===== src/rtl/cnt_sequencer_pkg.sv =====
// Shared definitions for the counter run controller: FSM encoding and
// default datapath widths.
package cnt_sequencer_pkg;

    localparam int DEF_WIDTH      = 4;
    localparam int DEF_PRESCALE_W = 8;
    localparam int WRAPS_W        = 4;

    typedef enum logic [1:0] {
        ST_IDLE = 2'd0,
        ST_RUN  = 2'd1,
        ST_HOLD = 2'd2
    } state_e;

    // Saturating increment for the completed-period counter.
    function automatic logic [WRAPS_W-1:0] sat_inc(input logic [WRAPS_W-1:0] v);
        return (v == {WRAPS_W{1'b1}}) ? v : v + 1'b1;
    endfunction

endpackage


===== src/rtl/cnt_sequencer_prescaler.sv =====
// Rate divider: while enabled, emits a one-cycle tick every div_i+1 cycles.
// The tick is decoded from the current count so the caller sees it in the
// same cycle it is consumed; the count clears on the tick or on clr_i.
module cnt_prescaler
    import cnt_sequencer_pkg::*;
#(
    parameter int PRESCALE_W = DEF_PRESCALE_W
) (
    input  logic                  clk_i,
    input  logic                  reset_i,
    input  logic                  clr_i,
    input  logic                  en_i,
    input  logic [PRESCALE_W-1:0] div_i,
    output logic                  tick_o
);

    logic [PRESCALE_W-1:0] presc_q;
    logic [PRESCALE_W-1:0] presc_d;

    assign tick_o = en_i && (presc_q == div_i);

    // Next count: clear has priority, hold when disabled.
    always_comb begin
        presc_d = presc_q;
        if (clr_i) begin
            presc_d = '0;
        end else if (en_i) begin
            presc_d = tick_o ? '0 : presc_q + 1'b1;
        end
    end

    // Count register with synchronous active-low reset.
    always_ff @(posedge clk_i) begin
        if (!reset_i) begin
            presc_q <= '0;
        end else begin
            presc_q <= presc_d;
        end
    end

endmodule


===== src/rtl/cnt_sequencer.sv =====
// Run controller for the up-counter datapath. Owns the count register, the
// captured run configuration and the run FSM; the prescaler supplies ticks.
//
//   state | meaning
//   IDLE  | waiting for start, cnt holds last value
//   RUN   | prescaler running, cnt advances on each tick
//   HOLD  | paused, cnt and prescaler frozen
module cnt_sequencer
    import cnt_sequencer_pkg::*;
#(
    parameter int WIDTH      = DEF_WIDTH,
    parameter int PRESCALE_W = DEF_PRESCALE_W
) (
    input  logic                  clk_i,
    input  logic                  reset_i,
    input  logic                  start_i,
    input  logic                  stop_i,
    input  logic                  pause_i,
    input  logic                  auto_reload_i,
    input  logic [WIDTH-1:0]      term_i,
    input  logic [PRESCALE_W-1:0] div_i,
    output logic [WIDTH-1:0]      cnt_o,
    output logic                  busy_o,
    output logic                  done_o,
    output logic [WRAPS_W-1:0]    wraps_o
);

    state_e                state_q, state_d;
    logic [WIDTH-1:0]      cnt_q, cnt_d;
    logic [WIDTH-1:0]      term_q, term_d;
    logic [PRESCALE_W-1:0] div_q, div_d;
    logic                  auto_q, auto_d;
    logic                  done_q, done_d;
    logic                  busy_q;
    logic [WRAPS_W-1:0]    wraps_q, wraps_d;
    logic                  presc_clr;
    logic                  presc_en;
    logic                  tick;
    logic [WIDTH-1:0]      cnt_inc;

    assign cnt_inc = cnt_q + 1'b1;

    cnt_prescaler #(
        .PRESCALE_W (PRESCALE_W)
    ) u_presc (
        .clk_i   (clk_i),
        .reset_i (reset_i),
        .clr_i   (presc_clr),
        .en_i    (presc_en),
        .div_i   (div_q),
        .tick_o  (tick)
    );

    // Next-state and datapath decisions; stop outranks start, pause and tick.
    always_comb begin
        state_d   = state_q;
        cnt_d     = cnt_q;
        term_d    = term_q;
        div_d     = div_q;
        auto_d    = auto_q;
        wraps_d   = wraps_q;
        done_d    = 1'b0;
        presc_clr = 1'b0;
        presc_en  = 1'b0;
        case (state_q)
            ST_IDLE: begin
                if (start_i) begin
                    cnt_d = '0;
                    if (term_i != '0) begin
                        term_d    = term_i;
                        div_d     = div_i;
                        auto_d    = auto_reload_i;
                        wraps_d   = '0;
                        presc_clr = 1'b1;
                        state_d   = ST_RUN;
                    end else begin
                        // Zero-length run completes immediately.
                        done_d = 1'b1;
                    end
                end
            end
            ST_RUN: begin
                if (stop_i) begin
                    state_d = ST_IDLE;
                end else if (pause_i) begin
                    state_d = ST_HOLD;
                end else begin
                    presc_en = 1'b1;
                    if (tick) begin
                        if (cnt_inc == term_q) begin
                            done_d = 1'b1;
                            if (auto_q) begin
                                cnt_d   = '0;
                                wraps_d = sat_inc(wraps_q);
                            end else begin
                                cnt_d   = cnt_inc;
                                state_d = ST_IDLE;
                            end
                        end else begin
                            cnt_d = cnt_inc;
                        end
                    end
                end
            end
            ST_HOLD: begin
                if (stop_i) begin
                    state_d = ST_IDLE;
                end else if (!pause_i) begin
                    state_d = ST_RUN;
                end
            end
            default: begin
                state_d = ST_IDLE;
            end
        endcase
    end

    // FSM and registered outputs; busy is decoded from the next state.
    always_ff @(posedge clk_i) begin
        if (!reset_i) begin
            state_q <= ST_IDLE;
            cnt_q   <= '0;
            term_q  <= '0;
            div_q   <= '0;
            auto_q  <= 1'b0;
            done_q  <= 1'b0;
            busy_q  <= 1'b0;
            wraps_q <= '0;
        end else begin
            state_q <= state_d;
            cnt_q   <= cnt_d;
            term_q  <= term_d;
            div_q   <= div_d;
            auto_q  <= auto_d;
            done_q  <= done_d;
            busy_q  <= (state_d == ST_RUN) || (state_d == ST_HOLD);
            wraps_q <= wraps_d;
        end
    end

    assign cnt_o   = cnt_q;
    assign busy_o  = busy_q;
    assign done_o  = done_q;
    assign wraps_o = wraps_q;

endmodule


===== config.mk =====
export PLATFORM = sky130hd
export DESIGN_NAME = cnt_sequencer
export DESIGN_NICKNAME = d
export VERILOG_FILES = /design/src/rtl/cnt_sequencer_pkg.sv /design/src/rtl/cnt_sequencer_prescaler.sv /design/src/rtl/cnt_sequencer.sv
export SDC_FILE = /design/constraint.sdc
export NUM_CORES = 1
export LEC_CHECK = 0
export CAP_MARGIN = 20
export CORE_AREA = 3 3 70 72
export CTS_CLUSTER_DIAMETER = 30
export DETAILED_ROUTE_END_ITERATION = 10
export DIE_AREA = 0 0 73 75
export DONT_BUFFER_PORTS = 1
export GPL_TIMING_DRIVEN = 0
export SLEW_MARGIN = 25
export SYNTH_ARGS = -nofsm -noshare
export SYNTH_HDL_FRONTEND = slang
export SYNTH_SLANG_ARGS = --single-unit

===== constraint.sdc =====
create_clock -name clk_i -period 4.3 [get_ports clk_i]
set_clock_uncertainty 0.2 [all_clocks]
set_input_delay 0.86 -clock clk_i [delete_from_list [all_inputs] [get_ports clk_i]]
set_output_delay 0.86 -clock clk_i [all_outputs]
set_load 0.01 [all_outputs]

Word level (Yosys, flattened, before mapping)
Cells that the tools add are included.
{"block": "word_totals", "regBits": 33, "input_bits": 18, "output_inout_bits": 10, "word_cells": 77}
{"block": "op_classes", "n_addsub": 3, "n_eq_ne": 15, "n_mux": 40, "bitwise": 1, "n_reduce_logical": 9}
{"op": "4-bit two-way mux", "n": 14}
{"op": "2-bit two-way mux", "n": 9}
{"op": "4-bit case mux with 2 select lines", "n": 2}
{"op": "2-bit != test, second input constant", "n": 7}
{"op": "1-bit two-way mux", "n": 12}
{"op": "9-bit AND reduction", "n": 1}
{"op": "4-bit by 1-bit adder with 4-bit output, second input constant", "n": 2}
{"op": "8-bit by 1-bit adder with 8-bit output, second input constant", "n": 1}
{"op": "8-bit == test", "n": 1}
{"op": "8-bit two-way mux", "n": 1}
{"op": "2-bit case mux with 3 select lines", "n": 1}
{"op": "5-bit AND reduction", "n": 1}
{"op": "2-bit by 1-bit == test with 1-bit output, second input constant", "n": 2}
{"op": "2-bit == test, second input constant", "n": 2}
{"op": "4-bit == test", "n": 1}
{"op": "4-bit == test, second input constant", "n": 1}
{"op": "4-bit nonzero test", "n": 1}
{"op": "3-bit AND reduction", "n": 1}
{"op": "2-bit zero test", "n": 1}
{"op": "2-bit by 1-bit != test with 1-bit output, second input constant", "n": 1}
{"op": "1-bit case mux with 2 select lines", "n": 1}
{"op": "2-bit nonzero test", "n": 1}
{"op": "2-bit OR reduction", "n": 1}
{"op": "1-bit logical AND", "n": 1}
{"op": "other kinds (2)", "n": 2}

Longest topological paths before layout
{"block": "logic_depth", "depth_word": 10, "depth_mapped": 7, "depth_no_buf": 6}

Modules after synthesis
Synthesis repeated with hierarchy kept, for this count alone.
{"block": "unflattened", "hier_cells": 202, "area_unflattened_um2": 1767.9}
{"module": "cnt_sequencer", "n_inst": 1, "cells_per_inst": 150, "area_per_inst_um2": 1306.3}
{"module": "cnt_prescaler", "n_inst": 1, "cells_per_inst": 52, "area_per_inst_um2": 461.7}

Least setup slack after synthesis
No wires, ideal clock.
{"block": "synth_timing", "kind": "input to register", "startpoint": "input term_i[3]", "endpoint": "register wraps_q[2] (netlist: wraps_o[2])", "arrival_ns": 2.386, "required_time_ns": 4.037, "setup_slack_ns": 1.651, "path_stages": 5, "path_buffers": 0, "path_cell_list": "or4_1 a21oi_1 nand3b_1 or4_1 nand3_1"}
{"block": "synth_via", "elab_chain_cells": 3}
{"item": "start, declared", "line_no": "cnt_sequencer.sv:20", "source": "input logic [WIDTH-1:0] term_i,"}
{"item": "4-bit nonzero test", "line_no": "cnt_sequencer.sv:69", "source": "if (term_i != '0) begin"}
{"item": "2-bit != test (no line)"}
{"item": "9-bit AND reduction (no line)"}
{"item": "end signal, assigned", "line_no": "cnt_sequencer.sv:137", "source": "wraps_q <= wraps_d;"}
{"item": "end, declared", "line_no": "cnt_sequencer.sv:35", "source": "logic [WRAPS_W-1:0] wraps_q, wraps_d;"}
Every way passes these cells.
A chain may end at the register's enable or synchronous reset.

Worst setup path in the final report
Same ends and word-level chain as after synthesis.

==> summary.txt <==
Yosys
  • Most frequent cell after synthesis: nand2_1
  • Register area share after synthesis: 0.402
  • Syn nets: 215
  • #FFs+latches synth: 33
  • Area leader, netlist: dfxtp_1
  • Commonest cells in the netlist: nand2_1, dfxtp_1, xor2_1
  • Post-synth ARST share: 0
  • Netlist cell types: 44
  • Post-Syn Area: 1640 sq um
  • Number of synthesized flops with an enable pin: 0
  • Top cell type's share of synthesized area: 0.402
  • Synth warn: 0
  • Top cells by area, synth: dfxtp_1, xor2_1, nand2_1, a21oi_1, nor2_1
  • Syn Area/Cell: 8.47 sq um
  • Primary FF master, synth: dfxtp_1
  • Mapped Cells: 194

Route
  • DRT Wirelength: 3470 um
  • Pre-antenna DRT Iters: 4
  • Routed Antenna Nets: 0
  • DRC viols: 0
  • Via density: 5.29
  • Drt wl/cell: 13.7 um
  • DRT iter0 DRCs: 151
  • Via count: 1344

Global route
  • Initial antenna violation count: 0
  • GR Overflow Total: 0
  • Total Routing Usage GR: 0.140
  • Global-route wire length before repair: 5860 um
  • Largest net degree at the start of global routing: 11
  • Vias in the first global route: 1231

Power and ir drop
  • Leak Pwr: 0.682 nW
  • Power Dens Cells: 343 nW/um^2
  • Peak supply drop: 162 uV

Hold path
  • Worst min path class: register to register
  • Hold Path Sink: div_q[3]$_SDFFE_PN0P_
  • HP Start: div_q[3]$_SDFFE_PN0P_
  • Hold Crit Depth: 2

Worst setup path
  • CP startpoint kind: input pin
  • Reg2reg setup slack: 1.93 ns
  • Worst setup path class: input pin to register
  • R2R depth: 7
  • RR Startpoint: state_q[1]$_SDFF_PN0_
  • Critical Path RT: 4.32 ns
  • CP arrival: 2.65 ns
  • Reg2reg end: busy_o$_SDFF_PN0_
  • CP max FO: 9
  • Critical Path End Type: register

Placement
  • Number of port buffers: 0
  • Pre-CTS WS: 1.42 ns
  • GP Congestion: 0.758
  • HPWL after DPL: 2640 um

Clock network
  • CTS max path bufs: 2
  • Worst skew pair latency: 0.28 ns
  • Post-CTS Setup Bufs: 0
  • CTS Sinks: 33
  • H-tree depth: 2
  • Num CTS Buffers: 5
  • Cts repair resizes: 0
  • Hold buffers post-CTS: 0
  • TritonCTS clock tree: built
  • Clock root cell: clkbuf_8
  • CTS clk-pin slew, worst paths: 0.07 ns

STA
  • Final setup TNS: 0 ns
  • Fin crit share: 0.610
  • Final WS setup: 1.68 ns
  • Final Critical Period: 2.62 ns
  • Slew HR: 0.390
  • # setup viols final: 0
  • Final Hold Viols: 0
  • RSZ-0062 raised after global routing: no
  • Least-Margin Pin Slew: 0.902 ns
  • Pins Over Slew Limit: 0
  • Max Freq: 381 MHz

Die
  • Die height: 75 um
  • Die width: 73 um
  • Die area: 5480 sq um
  • Initial Util: 0.378
  • Core area: 4350 sq um
  • I/O pin cnt: 28
  • Core Rows: 24

Run
  • Number of max-cap violations: 0

Finish
  • Fin nets: 222
  • Antenna diodes: 0
  • Fraction of layout cells with a size suffix above 1: 0.0792
  • P&R area growth vs syn: 8.83%

Run status
  • Status: finished, final reports clean
==> state kept, by name, summed over array words and instances, names as in the netlist, 2 cells and up <==
| register | flops |
|---|---|
| cnt_o | 4 |
| div_q | 8 |
| state_q | 2 |
| term_q | 4 |
| u_presc.presc_q | 8 |
| wraps_o | 4 |
==> worst max path at each step <==
stage | endpoint | depth (start not counted) | start | slack, ns
after CTS | wraps_o[2]$_SDFFE_PN0P_ | 5 | term_i[3] | 1.71
after global routing | wraps_o[2]$_SDFFE_PN0P_ | 5 | term_i[3] | 1.57
after detailed placement | wraps_o[2]$_SDFFE_PN0P_ | 5 | term_i[3] | 1.42
after global placement | wraps_o[2]$_SDFFE_PN0P_ | 5 | term_i[3] | 1.41
after floorplan | wraps_o[2]$_SDFFE_PN0P_ | 5 | term_i[3] | 1.65
final | wraps_o[2]$_SDFFE_PN0P_ | 5 | term_i[3] | 1.68
==> critical path: stages <==
cell and delay [ns]:
or4_1 0.61, a21oi_1 0.56, nand3b_1 0.12, or4_1 0.41, nand3_1 0.09
==> kinds of logic after synthesis <==
logic type	after synthesis	synth area share
buffers and inverters	10	0.0289
flip-flops	33	0.402
XOR/XNOR	21	0.112
adder cells (fa/ha/maj)	3	0.0228
multiplexers	1	0.00609
AO/OA/AOI/OAI	36	0.146
AND/OR/NAND/NOR	90	0.282
==> per-layer routing <==
layer	share of wire	track usage	up-vias
met4	0.019	0.0676	0
li1	-	-	705
met2	0.41	0.203	30
met5	0	0	-
met1	0.51	0.189	604
met3	0.057	0.0441	5
==> power by group <==
part	leakage, nW	switching [mW]	internal [mW]
registers	0.269	0.00805	0.317
clock network	0.0395	0.110	0.115
logic	0.373	0.0409	0.0233
total	0.682	0.159	0.455
==> layout by cell type, fill, tap and decap left out, types with 5 or more instances in the layout <==
cell / count
clkbuf_1: 6
nand2_1: 36
xnor2_1: 5
xor2_1: 16
nor2_1: 14
nand3_1: 5
dfxtp_1: 33
a21oi_1: 14
nand4_1: 5
clkbuf_8: 5
==> area by class of cell <==
class / instances / area [sq um]
Buffer: 6 / 32.5
Sequential cell: 33 / 661
Clock buffer: 8 / 80.1
Inverter: 4 / 15.0
Fill cell: 448 / 2560
Tap cell: 52 / 65.1
Multi-Input combinational cell: 151 / 936
==> stage by stage <==
| stage | hold slack, ns | instance area, sq um | utilization | instances | power, mW |
|---|---|---|---|---|---|
| after global routing | 0.289 | 1790 | 0.411 | 254 | 0.643 |
| after global placement | 0.257 | 1710 | 0.393 | 246 | 0.395 |
| final | 0.267 | 1790 | 0.411 | 254 | 0.613 |
| after CTS | 0.270 | 1790 | 0.411 | 254 | 0.618 |
| after floorplan | 0.248 | 1640 | - | 194 | 0.382 |
| after detailed placement | 0.261 | 1710 | 0.393 | 246 | 0.396 |
Power figures use the tool's default switching activity.
